<file path="src/rtl/fb_arb_pkg.sv">
// fb_arb_pkg: shared state encoding, owner codes and
// framebuffer read-mode constants for fb_port_arbiter.
package fb_arb_pkg;

  typedef enum logic [2:0] {
    IDLE,
    WRITE,
    WAIT_RD,
    ACK,
    DRAIN
  } arb_state_t;

  localparam logic [1:0] OWN_NONE = 2'b00;
  localparam logic [1:0] OWN_C0   = 2'b01;
  localparam logic [1:0] OWN_C1   = 2'b10;

  localparam logic FB_MODE_HORIZ  = 1'b0;
  localparam logic FB_MODE_COLUMN = 1'b1;

  localparam int DEF_WIDTH      = 128;
  localparam int DEF_HEIGHT     = 64;
  localparam int DEF_RD_TIMEOUT = 255;

  function automatic logic in_range(
    input logic [7:0] x,
    input logic [7:0] y,
    input int         w,
    input int         h
  );
    return (int'(x) < w) && (int'(y) < h);
  endfunction

endpackage

</file>
<file path="src/rtl/fb_rr_arbiter.sv">
// fb_rr_arbiter: 2-way grant. req[1:0], last_grant in;
// gnt_vld/gnt_idx out. DISPLAY_PRIORITY_EN pins ties to client 0.
module fb_rr_arbiter (
  input  logic [1:0] req,
  input  logic       last_grant,
  output logic       gnt_vld,
  output logic       gnt_idx
);

`ifdef DISPLAY_PRIORITY_EN
  logic unused_last_grant;
  assign unused_last_grant = last_grant;
`endif

  always_comb begin
    gnt_vld = |req;
    gnt_idx = 1'b0;
    if (&req) begin
`ifdef DISPLAY_PRIORITY_EN
      gnt_idx = 1'b0;
`else
      gnt_idx = ~last_grant;
`endif
    end else begin
      gnt_idx = req[1];
    end
  end

endmodule

</file>
<file path="src/rtl/fb_port_arbiter.sv">
// fb_port_arbiter: shares one framebuffer port between the
// display reader (c0_*) and draw engine (c1_*); drives fb_*,
// returns cN_ack/cN_rdata/err_o. Option: DISPLAY_PRIORITY_EN.
module fb_port_arbiter
  import fb_arb_pkg::*;
#(
  parameter int DISPLAY_WIDTH  = DEF_WIDTH,
  parameter int DISPLAY_HEIGHT = DEF_HEIGHT,
  parameter int RD_TIMEOUT     = DEF_RD_TIMEOUT
) (
  input  logic       clk,
  input  logic       reset,
  input  logic       c0_req,
  input  logic [7:0] c0_x,
  input  logic [7:0] c0_y,
  output logic       c0_ack,
  output logic [7:0] c0_rdata,
  input  logic       c1_req,
  input  logic       c1_we,
  input  logic       c1_mode,
  input  logic [7:0] c1_x,
  input  logic [7:0] c1_y,
  input  logic       c1_wdata,
  output logic       c1_ack,
  output logic [7:0] c1_rdata,
  output logic       err_o,
  output logic       fb_re,
  output logic       fb_we,
  output logic [7:0] fb_xpos,
  output logic [7:0] fb_ypos,
  output logic       fb_mode,
  output logic       fb_wdata,
  input  logic [7:0] fb_dout,
  input  logic       fb_data_valid,
  output logic [1:0] owner_o
);

  arb_state_t state_q, state_d;
  logic       last_q, last_d;
  logic [7:0] cnt_q, cnt_d;

  logic       gnt_vld, gnt_idx;

  logic       re_d, we_d, mode_d, wdata_d;
  logic [7:0] x_d, y_d;
  logic [1:0] owner_d;
  logic       c0_ack_d, c1_ack_d, err_d;
  logic [7:0] c0_rdata_d, c1_rdata_d;

  logic       do_ack, ack_c1, ack_err;
  logic [7:0] ack_data;

  fb_rr_arbiter u_rr (
    .req        ({c1_req, c0_req}),
    .last_grant (last_q),
    .gnt_vld    (gnt_vld),
    .gnt_idx    (gnt_idx)
  );

  always_comb begin
    state_d  = state_q;
    last_d   = last_q;
    cnt_d    = cnt_q;
    re_d     = fb_re;
    we_d     = 1'b0;
    x_d      = fb_xpos;
    y_d      = fb_ypos;
    mode_d   = fb_mode;
    wdata_d  = fb_wdata;
    owner_d  = owner_o;
    do_ack   = 1'b0;
    ack_c1   = (owner_o == OWN_C1);
    ack_err  = 1'b0;
    ack_data = '0;
    case (state_q)
      IDLE: begin
        if (gnt_vld) begin
          last_d  = gnt_idx;
          owner_d = gnt_idx ? OWN_C1 : OWN_C0;
          x_d     = gnt_idx ? c1_x : c0_x;
          y_d     = gnt_idx ? c1_y : c0_y;
          mode_d  = gnt_idx ? c1_mode : FB_MODE_COLUMN;
          wdata_d = gnt_idx & c1_wdata;
          cnt_d   = '0;
          ack_c1  = gnt_idx;
          if (!in_range(x_d, y_d, DISPLAY_WIDTH,
                        DISPLAY_HEIGHT)) begin
            state_d = ACK;
            do_ack  = 1'b1;
            ack_err = 1'b1;
          end else if (gnt_idx && c1_we) begin
            state_d = WRITE;
            we_d    = 1'b1;
          end else begin
            state_d = WAIT_RD;
            re_d    = 1'b1;
          end
        end
      end
      WRITE: begin
        state_d = ACK;
        do_ack  = 1'b1;
      end
      WAIT_RD: begin
        if (fb_data_valid) begin
          state_d  = ACK;
          re_d     = 1'b0;
          do_ack   = 1'b1;
          ack_data = fb_dout;
        end else if (cnt_q == 8'(RD_TIMEOUT - 1)) begin
          // Counter would reach RD_TIMEOUT: abort the read.
          state_d = ACK;
          re_d    = 1'b0;
          do_ack  = 1'b1;
          ack_err = 1'b1;
        end else begin
          cnt_d = cnt_q + 8'd1;
        end
      end
      ACK: begin
        state_d = DRAIN;
      end
      DRAIN: begin
        if (!fb_data_valid) begin
          state_d = IDLE;
          owner_d = OWN_NONE;
        end
      end
      default: begin
        state_d = IDLE;
        re_d    = 1'b0;
        owner_d = OWN_NONE;
      end
    endcase
    c0_ack_d   = do_ack & ~ack_c1;
    c1_ack_d   = do_ack & ack_c1;
    c0_rdata_d = c0_ack_d ? ack_data : '0;
    c1_rdata_d = c1_ack_d ? ack_data : '0;
    err_d      = do_ack & ack_err;
  end

  always_ff @(posedge clk) begin
    if (reset) begin
      state_q  <= IDLE;
      last_q   <= 1'b1;
      cnt_q    <= '0;
      c0_ack   <= 1'b0;
      c0_rdata <= '0;
      c1_ack   <= 1'b0;
      c1_rdata <= '0;
      err_o    <= 1'b0;
      fb_re    <= 1'b0;
      fb_we    <= 1'b0;
      fb_xpos  <= '0;
      fb_ypos  <= '0;
      fb_mode  <= 1'b0;
      fb_wdata <= 1'b0;
      owner_o  <= OWN_NONE;
    end else begin
      state_q  <= state_d;
      last_q   <= last_d;
      cnt_q    <= cnt_d;
      c0_ack   <= c0_ack_d;
      c0_rdata <= c0_rdata_d;
      c1_ack   <= c1_ack_d;
      c1_rdata <= c1_rdata_d;
      err_o    <= err_d;
      fb_re    <= re_d;
      fb_we    <= we_d;
      fb_xpos  <= x_d;
      fb_ypos  <= y_d;
      fb_mode  <= mode_d;
      fb_wdata <= wdata_d;
      owner_o  <= owner_d;
    end
  end

endmodule

</file>
<file path="config.mk">
export PLATFORM = sky130hd
export DESIGN_NAME = fb_port_arbiter
export DESIGN_NICKNAME = d
export VERILOG_FILES = /design/src/rtl/fb_arb_pkg.sv /design/src/rtl/fb_rr_arbiter.sv /design/src/rtl/fb_port_arbiter.sv
export SDC_FILE = /design/constraint.sdc
export NUM_CORES = 1
export LEC_CHECK = 0
export ABC_AREA = 1
export ABC_CLOCK_PERIOD_IN_PS = 2400
export BUFFER_PORTS_ARGS = -buffer_cell sky130_fd_sc_hd__buf_4
export CORE_MARGIN = 3
export CORE_UTILIZATION = 40
export DETAILED_ROUTE_END_ITERATION = 7
export PLACE_DENSITY = 0.67
export SYNTH_ARGS = -nofsm -noshare
export SYNTH_HDL_FRONTEND = slang
export SYNTH_HIERARCHICAL = 1
export SYNTH_SLANG_ARGS = --single-unit
</file>
<file path="constraint.sdc">
create_clock -name clk -period 2.4 [get_ports clk]
set_clock_uncertainty 0.15 [all_clocks]
set_input_delay 0.12 -clock clk [delete_from_list [all_inputs] [get_ports clk]]
set_output_delay 0.12 -clock clk [all_outputs]
set_load 0.1 [all_outputs]
</file>
# Word level (Yosys, flattened, before mapping)
# Index checks and enable logic that the tools add are counted.
[op_classes] addsub=1 n_lt_le_gt_ge=2 eq_ne=13 muxes=37 n_bitwise=13 n_reduce_logical=16
[ops] operator="two-way mux 8 bit" count=7
[ops] operator="case mux 8 bit (2 select lines)" count=1
[ops] operator="two-way mux 1 bit" count=15
[ops] operator="case mux 3 bit (5 select lines)" count=1
[ops] operator="two-way mux 3 bit" count=4
[ops] operator="!= test 2 bit, second input constant" count=6
[ops] operator="two-way mux 2 bit" count=5
[ops] operator="NOT 1 bit" count=9
[ops] operator="adder 8 x 1 -> 8 bit, second input constant" count=1
[ops] operator="== test 8 bit, second input constant" count=1
[ops] operator="< comparator 8 x 7 -> 1 bit, second input constant" count=1
[ops] operator="< comparator 8 bit, second input constant" count=1
[ops] operator="== test 3 x 2 -> 1 bit, second input constant" count=2
[ops] operator="case mux 1 bit (3 select lines)" count=2
[ops] operator="case mux 2 bit (3 select lines)" count=1
[ops] operator="AND reduction 3 bit" count=2
[ops] operator="OR reduction 2 bit" count=3
[ops] operator="OR reduction 3 bit" count=2
[ops] operator="AND reduction 5 bit" count=1
[ops] operator="AND 1 bit" count=4
[ops] operator="AND reduction 2 bit" count=2
[ops] operator="AND reduction 4 bit" count=1
[ops] operator="OR reduction 4 bit" count=1
[ops] operator="== test 3 x 1 -> 1 bit, second input constant" count=1
[ops] operator="7 further kinds" count=8
[totals] reg_bits=53 in_bits=48 wordCells=97

# Longest topological paths before layout
[logic_depth] word_depth=11 mapped_depth=11 mapped_depth_nobuf=11

# Hierarchy
# Netlist, hierarchy kept.
[modules_own_cells] mod="fb_port_arbiter" n_inst=1 cells_each=291 area_each_um2=2306.0 seq_area_each_um2=1061.0
[modules_own_cells] mod="fb_rr_arbiter" n_inst=1 cells_each=3 area_each_um2=15.0 seq_area_each_um2=0.0

# Least setup slack after synthesis
# No wires, ideal clock.
[synth_timing] path_kind="register to register" start="register owner_o[1]" end="register c0_rdata[0]" setup_ns=0.116 arrival_ns=1.561 required_time_ns=2.134 path_slack_ns=0.573 stages_incl_launch_ff=6 period_less_slack_ns=1.827 path_cell_list="dfxtp_1 -> nand2_1 -> o21ai_2 -> inv_2 -> nand3_4 -> nor2_1"
[synth_via] elab_chain_len=7
[synth_lines] element="start, declared" line="fb_port_arbiter.sv:35" rtl="output logic [1:0] owner_o"
[synth_lines] element="start signal, assigned" line="fb_port_arbiter.sv:174" rtl="owner_o <= owner_d;"
[synth_lines] element="== test 2 bit *" line="fb_port_arbiter.sv:72" rtl="ack_c1 = (owner_o == OWN_C1);"
[synth_lines] element="two-way mux 1 bit" line="fb_port_arbiter.sv:77" rtl="if (gnt_vld) begin"
[synth_lines] element="two-way mux 1 bit *" line="fb_port_arbiter.sv:75" rtl="case (state_q)"
[synth_lines] element="NOT 1 bit *" line="fb_port_arbiter.sv:135" rtl="c0_ack_d = do_ack & ~ack_c1;"
[synth_lines] element="AND 1 bit *" line="fb_port_arbiter.sv:135"
[synth_lines] element="NOT 1 bit (no source line) *"
[synth_lines] element="OR reduction 2 bit (no source line) *"
[synth_lines] element="end signal, assigned" line="fb_port_arbiter.sv:164" rtl="c0_rdata <= c0_rdata_d;"
[synth_lines] element="end, declared" line="fb_port_arbiter.sv:17" rtl="output logic [7:0] c0_rdata,"
# Mark *: on every way between the ends. The rest lies on a longest branch, timed or not.
# A chain may end at the register's enable or synchronous reset.

# Worst setup path in the final report
[layout_timing] start="register last_q" end="register fb_ypos[1]"
[layout_via] elab_chain_len=3
[layout_lines] element="start, declared" line="fb_port_arbiter.sv:39" rtl="logic last_q, last_d;"
[layout_lines] element="start signal, assigned" line="fb_port_arbiter.sv:161" rtl="last_q <= last_d;"
[layout_lines] element="NOT 1 bit" line="fb_rr_arbiter.sv:22" rtl="gnt_idx = ~last_grant;"
[layout_lines] element="two-way mux 1 bit" line="fb_rr_arbiter.sv:18" rtl="if (&req) begin"
[layout_lines] element="net gnt_idx" line="fb_port_arbiter.sv:42" rtl="logic gnt_vld, gnt_idx;"
[layout_lines] element="two-way mux 8 bit" line="fb_port_arbiter.sv:81" rtl="y_d = gnt_idx ? c1_y : c0_y;"
[layout_lines] element="end signal, assigned" line="fb_port_arbiter.sv:171" rtl="fb_ypos <= y_d;"
[layout_lines] element="end, declared" line="fb_port_arbiter.sv:30" rtl="output logic [7:0] fb_ypos,"
# The timed path passes the listed nets, and every way through them passes these cells.

==> results.yml <==
detailed_routing:
  dr.pass1.iters: 4
  vias: 2315
  totalWireLength_mm: 6.11
  final_antenna_net_count: 0
  vias_per_cell: 4.67
  drc: 0
  drt_iter0_markers: 84
  routedWlPerCell_um: 12.3
pwr:
  ir_drop_mv: 0.682
  leakagePower_nw: 1.65
  power_density_mw_per_mm2: 1120
  total_power_mw: 3.95
grt:
  antenna_found_initial: 0
  overflow: 0
  grt_pass1_vias: 2205
  grt_usage_pct: 18.9
  grt_max_degree: 19
  grt_pass1_wl_mm: 9.86
floorplan:
  num_io_pins: 89
  start_util_pct: 41.6
  die_h_um: 82.2
  fp.dieArea_mm2: 0.00675
  die_x_um: 82.2
  row_count: 27
  core-area_mm2: 0.00557
worst_hold_path:
  hold_start: "c0_y[6]"
  hold_class: "input port to flop"
place:
  io_buffers: 88
  place_area_mm2: 0.00303
  globalplace.congestion: 0.872
  dpl.hpwl_mm: 4.10
setup_path:
  cp-start-kind: "flop"
  rr_startpoint: "last_q"
  cp.arrival_ns: 2.15
  crit_type: "flop to flop"
  crit_fanout: 13
  required_ns: 2.44
  crit_path_start: "last_q"
  worstSetupEndpointType: "flop"
clock_network:
  clock_latency_ns: 0.31
  htreeDepth: 2
  numClockSinks: 53
  postCtsSetupRepairBufs: 0
  clock_path_buffers: 2
  cts_tree: "yes"
  path_clk_slew_ns: 0.10
  cts_buffers: 5
  root_buffer: "clkbuf_8"
timing:
  fin_tns_setup_ns: 0
  finalCriticalPeriod_ns: 2.11
  whs_ns: 0.0325
  hold_viol_final: 0
  setup_viol: 0
  slew_viol_final: 0
  min_period_over_period_pct: 88.0
  fmax_ghz: 0.473
  worst_pin_slew_ns: 0.467
  slew_headroom_pct: 68.8
  rsz0062_at_grt: "false"
synth:
  synth_fa_ha_area_share_pct: 1.08
  synth.avg_cell_area_um2: 7.89
  netlist_area_mm2: 0.00232
  ys_warn_count: 6
  syn-num-nets: 344
  synth_compound_area_share_pct: 7.71
  synthDistinctLibCells: 32
  synthSimpleGateAreaFrac_pct: 30.7
  yosysSeqAreaShare_pct: 45.7
  synth.ff_latch_count: 53
  synth_mux_area_share_pct: 5.61
  synthXorXnorAreaFrac_pct: 1.13
  synth_top_family_by_area: "simple AND/OR/NAND/NOR gates"
  syn-instance-count: 294
outcome:
  status: "complete, no violations"
finish:
  stdcell_area_mm2: 0.00354
  nets: 473
  areaGrowthSynthToFinish_pct: 52.5
  diodes: 0
  fin_util_pct: 63.5
  layout-drive-gt1-share_pct: 30.2
  fill_cells: 489
run:
  max_cap_viol_count: 0
==> synthesized netlist by cell type (all sizes together) <==
master | instances | area [µm²]
nor2 | 38 | 179
mux2i | 13 | 130
nand3b | 1 | 7.51
clkbuf | 1 | 3.75
inv | 32 | 123
nand4 | 5 | 31.3
a21oi | 13 | 65.1
ha | 2 | 25.0
dfxtp | 53 | 1060
clkinv | 1 | 3.75
nand2 | 84 | 350
or2 | 1 | 6.26
nor3b | 1 | 7.51
nand3 | 19 | 125
xor2 | 3 | 26.3
buf | 6 | 57.6
o21ai | 19 | 103
o221a | 1 | 11.3
nor3 | 1 | 5.00
==> per-layer routing <==
layer | share of wire, % | routed length (µm) | track usage [%]
met4 | 1.5 | 89 | 5.65
met2 | 50 | 3080 | 33.4
met3 | 7.0 | 428 | 6.07
met5 | 0 | 0 | 0
met1 | 41 | 2510 | 21.8
==> state kept, by name, indices dropped and copies added, names as in the netlist <==
register,cells
c1_rdata,8
fb_re,1
state_q,3
cnt_q,8
fb_mode,1
last_q,1
c0_ack,1
err_o,1
owner_o,2
fb_ypos,8
fb_xpos,8
fb_we,1
c1_ack,1
c0_rdata,8
fb_wdata,1
==> cell usage in the layout, fill, tap and decap left out, drive strengths merged <==
| cell type | netlist | final |
|---|---|---|
| buf | 6 | 90 |
| nand2 | 84 | 84 |
| dfxtp | 53 | 53 |
| dlygate4sd3 | 0 | 39 |
| nor2 | 38 | 38 |
| inv | 32 | 33 |
| nand3 | 19 | 19 |
| o21ai | 19 | 19 |
| mux2i | 13 | 13 |
| a21oi | 13 | 13 |
| nand4 | 5 | 5 |
| clkbuf | 1 | 5 |
| xor2 | 3 | 3 |
| ha | 2 | 2 |
| clkinv | 1 | 2 |
| nand3b | 1 | 1 |
| o221a | 1 | 1 |
| nor3 | 1 | 1 |
| nor3b | 1 | 1 |
| bufinv | 0 | 1 |
| or2 | 1 | 1 |
==> critical path: stages (launching register included) <==
cell and delay (ns):
dfxtp_1 0.34, a21oi_2 0.13, buf_4 0.19, buf_4 0.28, mux2i_1 0.24, dlygate4sd3_1 0.59
o21ai_0 0.08
==> repair_timing <==
item / CTS / global route
gates resized for setup: 0 / 0
endpoints found under the setup margin: 0 / 0
endpoints found under the hold margin: 46 / 0
hold buffers: 39 / 0
==> where the power goes <==
group	total (mW)	leakage, nW	internal, mW	switching, mW
Clock	0.637	0.0603	0.320	0.317
Combinational	2.17	1.16	0.543	1.63
Sequential	1.14	0.432	1.04	0.0984
==> path summary, 6_finish.rpt <==
| path | to | slack, ns | cells past startpoint |
|---|---|---|---|
| worst max-delay path | fb_ypos[1] | 0.29 | 6 |
| worst min-delay path | fb_ypos[6] | 0.03 | 5 |
| worst max register to register | fb_ypos[1] | 0.29 | 6 |
| worst min register to register | fb_xpos[3] | 0.31 | 2 |
==> kinds of logic after synthesis <==
| logic type | Yosys count |
|---|---|
| simple gates | 150 |
| flops | 53 |
| buf+inv | 40 |
| compound gates | 33 |
| mux | 13 |
| xor+xnor | 3 |
| fa+ha+maj | 2 |
==> layout make-up <==
cell class / instances / area, µm² / area share, %
Clock buffer: 5 / 68.8 / 1.94
Clock inverter: 3 / 50.0 / 1.41
Inverter: 33 / 126 / 3.57
Multi-Input combinational cell: 201 / 1080 / 30.4
Sequential cell: 53 / 1060 / 30.0
Tap cell: 72 / 90.1 / 2.55
Timing Repair Buffer: 129 / 1070 / 30.1
==> stage by stage <==
step	cells	worst slack, ns
finish	496	0.287
global route	496	0.198
CTS	496	0.363
detailed placement	449	0.644
global placement	449	0.689
floorplan	294	0.573
(Power assumes the default switching activity.)
